[src/rtl/cl_pkg.sv]
// Shared definitions for the Camera Link frame generator.
// Holds the FSM state encoding, pattern_sel encodings and fixed-pattern bytes.
package cl_pkg;

  localparam int unsigned PIX_W = 8;

  typedef enum logic [2:0] {
    ST_IDLE   = 3'd0,
    ST_SETUP  = 3'd1,
    ST_LINE   = 3'd2,
    ST_HBLANK = 3'd3,
    ST_VBLANK = 3'd4
  } state_t;

  localparam logic [1:0] PAT_RAMP     = 2'b00;
  localparam logic [1:0] PAT_FIXED    = 2'b01;
  localparam logic [1:0] PAT_CHECKER  = 2'b10;
  localparam logic [1:0] PAT_RAMP_ALT = 2'b11;

  localparam logic [PIX_W-1:0] PAT_FIXED_A = 8'hA5;
  localparam logic [PIX_W-1:0] PAT_FIXED_B = 8'h5A;
  localparam logic [PIX_W-1:0] PAT_FIXED_C = 8'hFF;

endpackage

[src/rtl/cl_pattern.sv]
// Combinational test-pattern mux; the parent registers the result.
// Ports:
//   x, y     : pixel / line position (low byte)
//   fcount   : completed-frame count (low byte)
//   pattern  : latched pattern select
//   a_c/b_c/c_c : pixel bytes for ports A/B/C
module cl_pattern
  import cl_pkg::*;
(
  input  logic [PIX_W-1:0] x,
  input  logic [PIX_W-1:0] y,
  input  logic [PIX_W-1:0] fcount,
  input  logic [1:0]       pattern,
  output logic [PIX_W-1:0] a_c,
  output logic [PIX_W-1:0] b_c,
  output logic [PIX_W-1:0] c_c
);

  logic chk;

  always_comb begin
    chk = x[0] ^ y[0];
    a_c = x;
    b_c = y;
    c_c = fcount;
    case (pattern)
      PAT_FIXED: begin
        a_c = PAT_FIXED_A;
        b_c = PAT_FIXED_B;
        c_c = PAT_FIXED_C;
      end
      PAT_CHECKER: begin
        a_c = {PIX_W{chk}};
        b_c = {PIX_W{chk}};
        c_c = {PIX_W{chk}};
      end
      default: ;
    endcase
  end

endmodule

[src/rtl/cl_frame_gen.sv]
// Camera Link base-configuration camera emulator.
// Ports:
//   cl_x_pclk   : pixel clock, rising edge
//   reset       : asynchronous active-high reset
//   enable      : level request for continuous frame generation
//   pattern_sel : 00/11 ramp, 01 fixed, 10 checker (latched on entry to SETUP)
//   cl_fval/cl_lval : frame / line valid
//   cl_port_a/b/c   : pixel bytes, zero whenever cl_lval is low
//   frame_count : completed frames, wraps
//   busy        : high whenever not idle
module cl_frame_gen
  import cl_pkg::*;
#(
  parameter int unsigned H_ACTIVE = 640,
  parameter int unsigned H_BLANK  = 16,
  parameter int unsigned V_ACTIVE = 480,
  parameter int unsigned FV_SETUP = 4,
  parameter int unsigned V_BLANK  = 64,
  parameter int unsigned CW       = 16
) (
  input  logic             cl_x_pclk,
  input  logic             reset,
  input  logic             enable,
  input  logic [1:0]       pattern_sel,
  output logic             cl_fval,
  output logic             cl_lval,
  output logic [PIX_W-1:0] cl_port_a,
  output logic [PIX_W-1:0] cl_port_b,
  output logic [PIX_W-1:0] cl_port_c,
  output logic [15:0]      frame_count,
  output logic             busy
);

  localparam int unsigned FC_W = 16;

  state_t          state_q, state_d;
  logic [CW-1:0]   x_q, x_d;
  logic [CW-1:0]   y_q, y_d;
  logic [CW-1:0]   phase_q, phase_d;
  logic [FC_W-1:0] fc_d;
  logic [1:0]      pat_q, pat_d;
  logic            fval_d, lval_d;
  logic [PIX_W-1:0] pa_c, pb_c, pc_c;

  // Next-state and counter logic; outputs are derived from the next state so
  // the registered outputs line up with the registered state.
  always_comb begin
    state_d = state_q;
    x_d     = x_q;
    y_d     = y_q;
    phase_d = phase_q;
    fc_d    = frame_count;
    pat_d   = pat_q;
    case (state_q)
      ST_IDLE: begin
        if (enable) begin
          state_d = ST_SETUP;
          pat_d   = pattern_sel;
          phase_d = '0;
          x_d     = '0;
          y_d     = '0;
        end
      end
      ST_SETUP: begin
        if (phase_q == CW'(FV_SETUP - 1)) begin
          state_d = ST_LINE;
          phase_d = '0;
          x_d     = '0;
        end else begin
          phase_d = phase_q + CW'(1);
        end
      end
      ST_LINE: begin
        if (x_q == CW'(H_ACTIVE - 1)) begin
          x_d     = '0;
          phase_d = '0;
          if (y_q < CW'(V_ACTIVE - 1)) begin
            state_d = ST_HBLANK;
          end else begin
            state_d = ST_VBLANK;
            fc_d    = frame_count + FC_W'(1);
          end
        end else begin
          x_d = x_q + CW'(1);
        end
      end
      ST_HBLANK: begin
        if (phase_q == CW'(H_BLANK - 1)) begin
          state_d = ST_LINE;
          phase_d = '0;
          x_d     = '0;
          y_d     = y_q + CW'(1);
        end else begin
          phase_d = phase_q + CW'(1);
        end
      end
      ST_VBLANK: begin
        if (phase_q == CW'(V_BLANK - 1)) begin
          phase_d = '0;
          y_d     = '0;
          if (enable) begin
            state_d = ST_SETUP;
            pat_d   = pattern_sel;
          end else begin
            state_d = ST_IDLE;
          end
        end else begin
          phase_d = phase_q + CW'(1);
        end
      end
      default: state_d = ST_IDLE;
    endcase
    fval_d = (state_d == ST_SETUP) || (state_d == ST_LINE) || (state_d == ST_HBLANK);
    lval_d = (state_d == ST_LINE);
  end

  cl_pattern u_pattern (
    .x       (x_d[PIX_W-1:0]),
    .y       (y_d[PIX_W-1:0]),
    .fcount  (fc_d[PIX_W-1:0]),
    .pattern (pat_d),
    .a_c     (pa_c),
    .b_c     (pb_c),
    .c_c     (pc_c)
  );

  // State, counters and registered outputs.
  always_ff @(posedge cl_x_pclk or posedge reset) begin
    if (reset) begin
      state_q     <= ST_IDLE;
      x_q         <= '0;
      y_q         <= '0;
      phase_q     <= '0;
      pat_q       <= PAT_RAMP;
      frame_count <= '0;
      cl_fval     <= 1'b0;
      cl_lval     <= 1'b0;
      cl_port_a   <= '0;
      cl_port_b   <= '0;
      cl_port_c   <= '0;
      busy        <= 1'b0;
    end else begin
      state_q     <= state_d;
      x_q         <= x_d;
      y_q         <= y_d;
      phase_q     <= phase_d;
      pat_q       <= pat_d;
      frame_count <= fc_d;
      cl_fval     <= fval_d;
      cl_lval     <= lval_d;
      cl_port_a   <= lval_d ? pa_c : '0;
      cl_port_b   <= lval_d ? pb_c : '0;
      cl_port_c   <= lval_d ? pc_c : '0;
      busy        <= (state_d != ST_IDLE);
    end
  end

endmodule

[config.mk]
export PLATFORM = sky130hd
export DESIGN_NAME = cl_frame_gen
export DESIGN_NICKNAME = d
export VERILOG_FILES = /design/src/rtl/cl_pkg.sv /design/src/rtl/cl_pattern.sv /design/src/rtl/cl_frame_gen.sv
export SDC_FILE = /design/constraint.sdc
export NUM_CORES = 1
export LEC_CHECK = 0
export CORE_MARGIN = 2
export CORE_UTILIZATION = 56
export CTS_CLUSTER_SIZE = 12
export DETAILED_ROUTE_END_ITERATION = 7
export PLACE_DENSITY = 0.75
export SYNTH_ARGS = -nofsm -noshare
export SYNTH_HDL_FRONTEND = slang
export SYNTH_SLANG_ARGS = --single-unit
[constraint.sdc]
create_clock -name cl_x_pclk -period 4.89 [get_ports cl_x_pclk]
set_clock_uncertainty 0.1 [all_clocks]
set_input_delay 1.2225 -clock cl_x_pclk [delete_from_list [all_inputs] [get_ports cl_x_pclk]]
set_output_delay 1.2225 -clock cl_x_pclk [all_outputs]
set_load 0.005 [all_outputs]
### Word-level counts from Yosys, hierarchy flattened

Cells that the tools add are included.

| word-level totals | value |
|---|---|
| register bits after elaboration | 96 |
| input bits | 5 |
| word-level logic and storage cells | 86 |

| operators by class | value |
|---|---|
| add/sub/neg operators | 4 |
| bitwise operators | 2 |
| $lt $le $gt $ge | 1 |
| reduce and logical (&&, ||, !) cells | 11 |
| equality and inequality tests | 18 |
| mux-type cells | 35 |

Operator list:

| cell | count |
|---|---|
| two-way mux 16 bit | 12 |
| one-hot mux 16 bit (5 select lines) | 1 |
| adder 16 x 1 -> 16 bit, second input constant | 4 |
| one-hot mux 16 bit (4 select lines) | 1 |
| two-way mux 8 bit | 6 |
| one-hot mux 16 bit (3 select lines) | 1 |
| one-hot mux 8 bit (2 select lines) | 3 |
| two-way mux 3 bit | 6 |
| == test 16 x 10 -> 1 bit, second input constant | 1 |
| == test 16 x 2 -> 1 bit, second input constant | 1 |
| == test 16 x 4 -> 1 bit, second input constant | 1 |
| == test 16 x 6 -> 1 bit, second input constant | 1 |
| less-than comparator 16 x 9 -> 1 bit, second input constant | 1 |
| one-hot mux 3 bit (5 select lines) | 1 |
| == test 3 x 2 -> 1 bit, second input constant | 4 |
| != test 2 bit, second input constant | 5 |
| AND reduction 4 bit | 2 |
| == test 3 x 1 -> 1 bit, second input constant | 2 |
| AND reduction 3 bit | 2 |
| nonzero test 3 bit | 2 |
| nonzero test 5 bit | 1 |
| two-way mux 2 bit | 2 |
| one-hot mux 2 bit (2 select lines) | 1 |
| nonzero test 4 bit | 1 |
| 8 further kinds | 9 |

### Depth between registers and ports, before layout

| logic depth | value |
|---|---|
| depth in word-level cells | 7 |
| gate-level depth with buffers | 10 |

### By module

A second synthesis with hierarchy kept.

| second synthesis, totals | value |
|---|---|
| cells, all modules | 541 |
| area total of the unflattened synthesis | 5148.7 um^2 |

Modules (own cells, without submodules):

| module | seq. area each (um^2) | cells each | instances | area an instance (um^2) |
|---|---|---|---|---|
| cl_frame_gen | 2402.3 | 476 | 1 | 4794.6 |
| cl_pattern | 0.0 | 65 | 1 | 354.1 |

### Worst setup path before layout

OpenSTA, ideal clock, no wires.

| timing | value |
|---|---|
| path kind | input port to flip-flop |
| from | in enable |
| to | reg cl_port_b[3] |
| data required time | 4640 ps |
| data arrival time | 3299 ps |
| slack | 1341 ps |
| path buffers | 2 |
| stages on the path | 8 |
| path through | or3b_2 a21o_1 mux2_2 ha_1 buf_1 nor2_1 clkbuf_1 a221oi_1 |

| on the way | value |
|---|---|
| word-level cells in the longest chain between the ends | 6 |

RTL lines:

| element | line | source |
|---|---|---|
| start: declaration | cl_frame_gen.sv:23 | `input logic enable,` |
| two-way mux 2 bit * | cl_frame_gen.sv:56, cl_frame_gen.sv:101 |  |
| two-way mux 2 bit | cl_frame_gen.sv:98 | `if (phase_q == CW'(V_BLANK - 1)) begin` |
| one-hot mux 2 bit (2 select lines) * | cl_frame_gen.sv:54 | `case (state_q)` |
| named net pat_d[1] | cl_frame_gen.sv:41 | `logic [1:0] pat_q, pat_d;` |
| == test 2 bit / == test 2 x 1 -> 1 bit (equally long branches) | cl_pattern.sv:26 | `case (pattern)` |
| one-hot mux 8 bit (2 select lines) * | cl_pattern.sv:26 |  |
| two-way mux 8 bit * | cl_frame_gen.sv:152 | `cl_port_b <= lval_d ? pb_c : '0;` |
| end signal: assignment | cl_frame_gen.sv:152 |  |
| end: declaration | cl_frame_gen.sv:28 | `output logic [PIX_W-1:0] cl_port_b,` |

The timed path passes the listed nets; every way through them passes the cells marked *. The select of a mux whose other input is x is not followed.
A chain may end at the register's enable or synchronous reset.

### Worst setup path after layout

| timing | value |
|---|---|
| from | in enable |
| to | reg cl_port_c[1] |

| on the way | value |
|---|---|
| word-level cells in the longest chain between the ends | 6 |

RTL lines:

| element | line | source |
|---|---|---|
| two-way mux 2 bit * | cl_frame_gen.sv:56, cl_frame_gen.sv:101 |  |
| two-way mux 2 bit | cl_frame_gen.sv:98 |  |
| one-hot mux 2 bit (2 select lines) * | cl_frame_gen.sv:54 |  |
| named net pat_d[1] | cl_frame_gen.sv:41 |  |
| == test 2 bit / == test 2 x 1 -> 1 bit (equally long branches) | cl_pattern.sv:26 |  |
| one-hot mux 8 bit (2 select lines) * | cl_pattern.sv:26 |  |
| two-way mux 8 bit * | cl_frame_gen.sv:153 | `cl_port_c <= lval_d ? pc_c : '0;` |
| end signal: assignment | cl_frame_gen.sv:153 |  |
| end: declaration | cl_frame_gen.sv:29 | `output logic [PIX_W-1:0] cl_port_c,` |

Marked as above.

==> results.cfg <==
[sta]
timing.final.ws_setup_ns = 0.9279
fmax_ghz = 0.2524
period_minus_slack_ns = 3.962
final.period_utilization_pct = 81.02
finalHoldViolCount = 0
worstMarginPinSlew_ns = 1.017
tns_ns = 0
setup_viol = 0
drv_slew = 0
grt_setup_unrepaired = no
slew_headroom_pct = 31.93

[cells_and_area]
antenna_cells = 0
seqCellArea_um2 = 2402
area_growth_pct = 14.04
drive_above_1_share_pct = 8.726
finish.net_count = 579
final_cells = 681
num-fill-cells = 704
multi_input_area_um2 = 2436
final_core_util_pct = 66.08

[global_route]
grt_start_max_net_pins = 77
gr-total-overflow = 0
grt_pass1_wl_um = 19240
grt_use_total_pct = 24.50
antenna_found_initial = 0
grt_pass1_vias = 3921

[routing]
drtAntennaViolNets = 0
num_vias = 4097
vias_per_cell = 6.016
wl_per_cell_um = 16.71
drtIter0Drc = 254
remaining_drc_errors = 0
first_pass_iters = 5
wl_um = 11380

[clocking]
cts_tree = done
post_cts_buffers = 0
clk_latency_ns = 0.37
clock_sinks = 96
cts.repair.resized = 0
cts-buffers-inserted = 9
ctsHoldBuffers = 0
cts-root-buf = clkbuf_8
clockBufferDepth = 2
clk_pin_slew_ns = 0.10
h-tree-depth = 3

[worst_hold_path]
hp-class = reg -> reg

[pwr]
power_frac_clock_pct = 36.7
swShare_pct = 24.71
leakagePower_nw = 2.507
power_density_nw_per_um2 = 229.0
irDropWorstVdd_mv = 0.1388
power_switching_w = 0.0003261
total_power_w = 0.001320
combPwrFrac_pct = 3.1
pwr-share-seq_pct = 60.2
intPower_w = 0.0009938

[yosys]
synth_area_um2 = 5054
synth_compound_area_share_pct = 15.00
syn-num-nets = 539
ys_seq_elements = 96
dominantRegCellSynth = dfrtp_1
synth_edf_count = 0
synth-xor-area-share_pct = 5.199
synth_top_cell_area_share_pct = 47.54
yosysMostFrequentCell = dfrtp_1
synth_top_area_cell = dfrtp_1
synthMuxAreaShare_pct = 1.832
synth_commonest_cells = 96 x dfrtp_1, 46 x nand2_1, 45 x nor2_1
synth_simple_gate_area_share_pct = 24.68
synth_top_family_by_area = simple AND/OR/NAND/NOR gates
syn_avg_cell_area_um2 = 9.571
ys_types = 61
yosys_warnings = 0
async_reset_ff_share_pct = 100.0
synthCells = 528
ys_seq_area_share_pct = 47.54
synth-adder-area-share_pct = 1.486
ys_top_cells_by_area = dfrtp_1 48%, nand2_1 3.4%, nor2_1 3.3%

[critical_path]
cp-start-kind = primary input
cp.required_ns = 4.98
r2r_end = cl_port_c[1]$_DFF_PP0_
end_kind = flop
cp-endpoint = cl_port_c[1]$_DFF_PP0_
reg2reg_depth = 7
crit_start = enable
r2r_slack_ns = 1.46
worstPathMaxFanout = 16
critPathKind = in -> reg
cp.arrival_ns = 4.05
timing.rr.start = phase_q[8]$_DFFE_PP0P_

[place]
io_buffers = 47
place_ws_ns = 0.5226
gp_congestion = 0.8725
post-dp-hpwl_um = 8123
dp.cells = 665

[run]
cap_violations = 0

[floorplanning]
core_area_um2 = 8721
row_count = 34
dieWidth_um = 99.00
die-area_um2 = 9800
top_level_ports = 48
initial_core_util_pct = 57.95
die-height_um = 99.00

[run_status]
status = completed
-- layout by cell type (no fill, tap or decap), drive strengths merged, types with 6 or more instances in the layout --
cell,n
nand2b,10
ha,6
and3,13
clkbuf,9
nor4,16
or2,11
nor3,11
a221oi,17
o21ai,35
a21oi,26
o21a,6
inv,28
clkdlybuf4s50,47
nand2,46
nor2,45
or4,8
xor2,18
xnor2,12
nand3,26
mux2i,7
dfrtp,96
nand4,12
-- logic make-up after synthesis --
logic type,after synthesis
adder cells (fa/ha/maj),6
flip-flops,96
AO/OA/AOI/OAI,114
XOR/XNOR,30
AND/OR/NAND/NOR,224
multiplexers,9
buffers and inverters,49
-- metal layers --
metal	share of wire, %	track usage [%]
met4	1.3	7.165
met5	0	0
met2	49	39.92
met1	46	34.17
met3	3.9	3.830
-- power by group through the flow --
stage | sequential (W) | clock (W) | combinational, W
floorplan | 0.000810 | 0 | 0.0000283
global placement | 0.000810 | 0 | 0.0000418
detailed placement | 0.000810 | 0 | 0.0000420
CTS | 0.000794 | 0.000496 | 0.0000421
global route | 0.000795 | 0.000528 | 0.0000465
finish | 0.000794 | 0.000485 | 0.0000409
-- final cells by class --
| cell class | instances | share of cell area (%) |
|---|---|---|
| repair buffers | 52 | 8.815 |
| well taps | 108 | 2.345 |
| inverters | 26 | 1.737 |
| multi-input cells | 383 | 42.27 |
| clock inverters | 7 | 0.9987 |
| flip-flops and latches | 96 | 41.68 |
| clock buffers | 9 | 2.149 |
-- through the flow --
step	hold WS [ns]	instance area, µm²
finish	0.3801	5763
global route	0.4056	5763
CTS	0.3866	5763
detailed placement	0.3658	5582
global placement	0.3570	5582
floorplan	0.3647	5054
-- worst max-delay path, cell delays in order --
cell             delay (ns)
clkdlybuf4s50_1        0.53
or3b_2                 0.47
a21o_1                 0.22
mux2_2                 0.31
ha_1                   0.31
nor2_1                 0.78
a221oi_1               0.20
-- how the worst min path moves through the flow --
stage / to / depth (start not counted) / from
after detailed placement: frame_count[15]$_DFFE_PP0P_ / 1 / frame_count[15]$_DFFE_PP0P_
final: frame_count[15]$_DFFE_PP0P_ / 1 / frame_count[15]$_DFFE_PP0P_
after floorplan: frame_count[15]$_DFFE_PP0P_ / 1 / frame_count[15]$_DFFE_PP0P_
after global placement: frame_count[15]$_DFFE_PP0P_ / 1 / frame_count[15]$_DFFE_PP0P_
after CTS: frame_count[15]$_DFFE_PP0P_ / 1 / frame_count[15]$_DFFE_PP0P_
after global routing: frame_count[15]$_DFFE_PP0P_ / 1 / frame_count[15]$_DFFE_PP0P_
-- flip-flops by register name, indices dropped and copies added, names as in the netlist --
signal and cells:
frame_count 16, y_q 16, pat_q 2, cl_fval 1
state_q 3, busy 1, x_q 16, cl_lval 1
phase_q 16, cl_port_b 8, cl_port_c 8, cl_port_a 8
Power figures use the tool's default switching activity.
==> patch (same settings) <==
`PIX_W`: 8 -> 9.
--- a/src/rtl/cl_pkg.sv
+++ b/src/rtl/cl_pkg.sv
@@ -3,5 +3,5 @@
 package cl_pkg;
 
-  localparam int unsigned PIX_W = 8;
+  localparam int unsigned PIX_W = 9;
 
   typedef enum logic [2:0] {
Interface: changed (resized cl_port_a, cl_port_b and cl_port_c); port bits go from 48 to 51. The function was not compared with the original's and may differ.
==> patch against the original RTL <==
  * Synthesized cell count shrank 4.5%
  * Sequential cell count is 3 higher
  * Largest cell class unchanged
  * Worst setup slack better by 0.27 ns
  * Critical endpoint is now cl_port_a[7]
  * Cell area up 3.8%
  * Wire length increased by 2.1%
  * Area after synthesis increased by 3.4%
  * Critical path depth grew 1
Power is not compared: it rests on default switching activity, and its combinational part moved more than twofold at a synthesized area within 25%.
==> patch: results (changes against the original RTL) <==
* HPWL after detailed placement at 8250 microns (+1.6%)
* Status: finished clean
* Sequential share of the synthesized area at 0.474 (-0.00134)
* Global-route wire length before repair at 19500 microns (+1.4%)
* Clock transition at the registers of the reported paths at roughly 0.090 ns
* Synth unique cells at 72 (+18%)
* Met3 wire len at 486 microns (+8.2%)
* ANT cells at 0 (unchanged)
* Slew margin rel. at 0.503 (+0.183)
* Vias in the first global route at 4016 (+2.4%)
* Setup bufs post-CTS at 0 (unchanged)
* CP arrival at 3.89 ns (-0.16 ns)
* Crit-path max FO at 27 (+11)
* Avg Synthesized Cell Area at 10.4 sq um (+8.3%)
* GRT Total Usage at 0.246 (+0.000560)
* Pleak at between 2 and 3 nW
* Startpoint of the worst hold path: frame_count[15]
* WL met1 at 5120 microns (-1.3%)
* Longest Clk Path Bufs at 2 (unchanged)
* Crit path max-delay family: compound AO/OA/AOI/OAI gates
* CTS buffer count at 9 (unchanged)
* Worst r2r src: phase_q[9]
* Number of vias per cell at 6.12 (+1.7%)
* Synth top area cells: dfrtp_1, o2bb2ai_2, nor2_1
* CP startpoint: enable
* Gpl congestion at 0.896 (+2.7%)
* Worst ir drop on vdd at 0.000308 V
* Met2 global-route usage at 0.404 (+0.00442)
* Crit Path Class: input pin to flip-flop
* Share of layout cells above drive strength 1 at 0.124 (+0.0368)
* Total negative slack at 0 ns (unchanged)
* Worst hold stages at 1 (unchanged)
* PortBufs at 50 (+6.4%)
* Hold Path End: frame_count[15]
* DP Worst Slack at 0.808 ns (+0.286 ns)
* Pin count of the biggest net entering global routing at 52 (-32%)
* Iter 0 DRT Violations at 197 (-22%)
* Per-cell routed wire length at 17.4 microns (+4.2%)
* Nets at 562 (-2.9%)
* Root Buffer: clkbuf_8
* Initial antenna violation count at 0 (unchanged)
* Hold Slack at 0.393 ns (+0.0127 ns)
* Maximum clock rate at 270 MHz (+7.2%)
* TritonRoute pass-1 iters at 4 (-1)
* Placed inst area at 5780 sq um (+3.5%)
* RR Endpoint: cl_port_a[7]
* Slowest cell on crit path: clkdlybuf4s50_1
* Global-route met3 utilization at 0.0569 (+0.0186)
* Worst-Skew Late Latency at 0.39 ns (+0.02 ns)
* Cell count after placement at 651 (-2.1%)
* R2R setup slack at 1.40 ns (-0.06 ns)
* Synth cell count leaders: dfrtp_1, nor2_1, nand2_1, o21ai_0, nand3_1
* Met1 usage at 0.325 (-0.0166)
* Routed WL at 11600 microns (+2.1%)
* Reg2reg path depth at 8 (+1)
* Syn nets at 515 (-4.5%)
* Routed wl met2 at 5820 microns (+4.0%)
* CP peak stage delay at 0.52 ns (-0.26 ns)
==> patch: power breakdown <==
group	switching, mW	internal, mW
registers	0.104	0.935
clock network	0.302	0.239
logic	0.725	0.438
total	1.13	1.61
==> patch: cell type report <==
cell class              count  area, sq um
fillers                   721         3170
multi-input cells         372         2560
flip-flops and latches     99         2480
repair buffers             57          553
well taps                 111          139
clock buffers               9          124
clock inverters             7         78.8
inverters                  12         47.5
==> patch: logic make-up (layout without fill, tap and decap cells) <==
| family | Yosys count | after routing | synth area share |
|---|---|---|---|
| AND/OR/NAND/NOR | 205 | 205 | 0.221 |
| AO/OA/AOI/OAI | 130 | 130 | 0.198 |
| flip-flops | 99 | 99 | 0.474 |
| buffers and inverters | 33 | 85 | 0.0361 |
| XOR/XNOR | 27 | 27 | 0.0488 |
| adder cells (fa/ha/maj) | 6 | 6 | 0.0144 |
| multiplexers | 4 | 4 | 0.00814 |
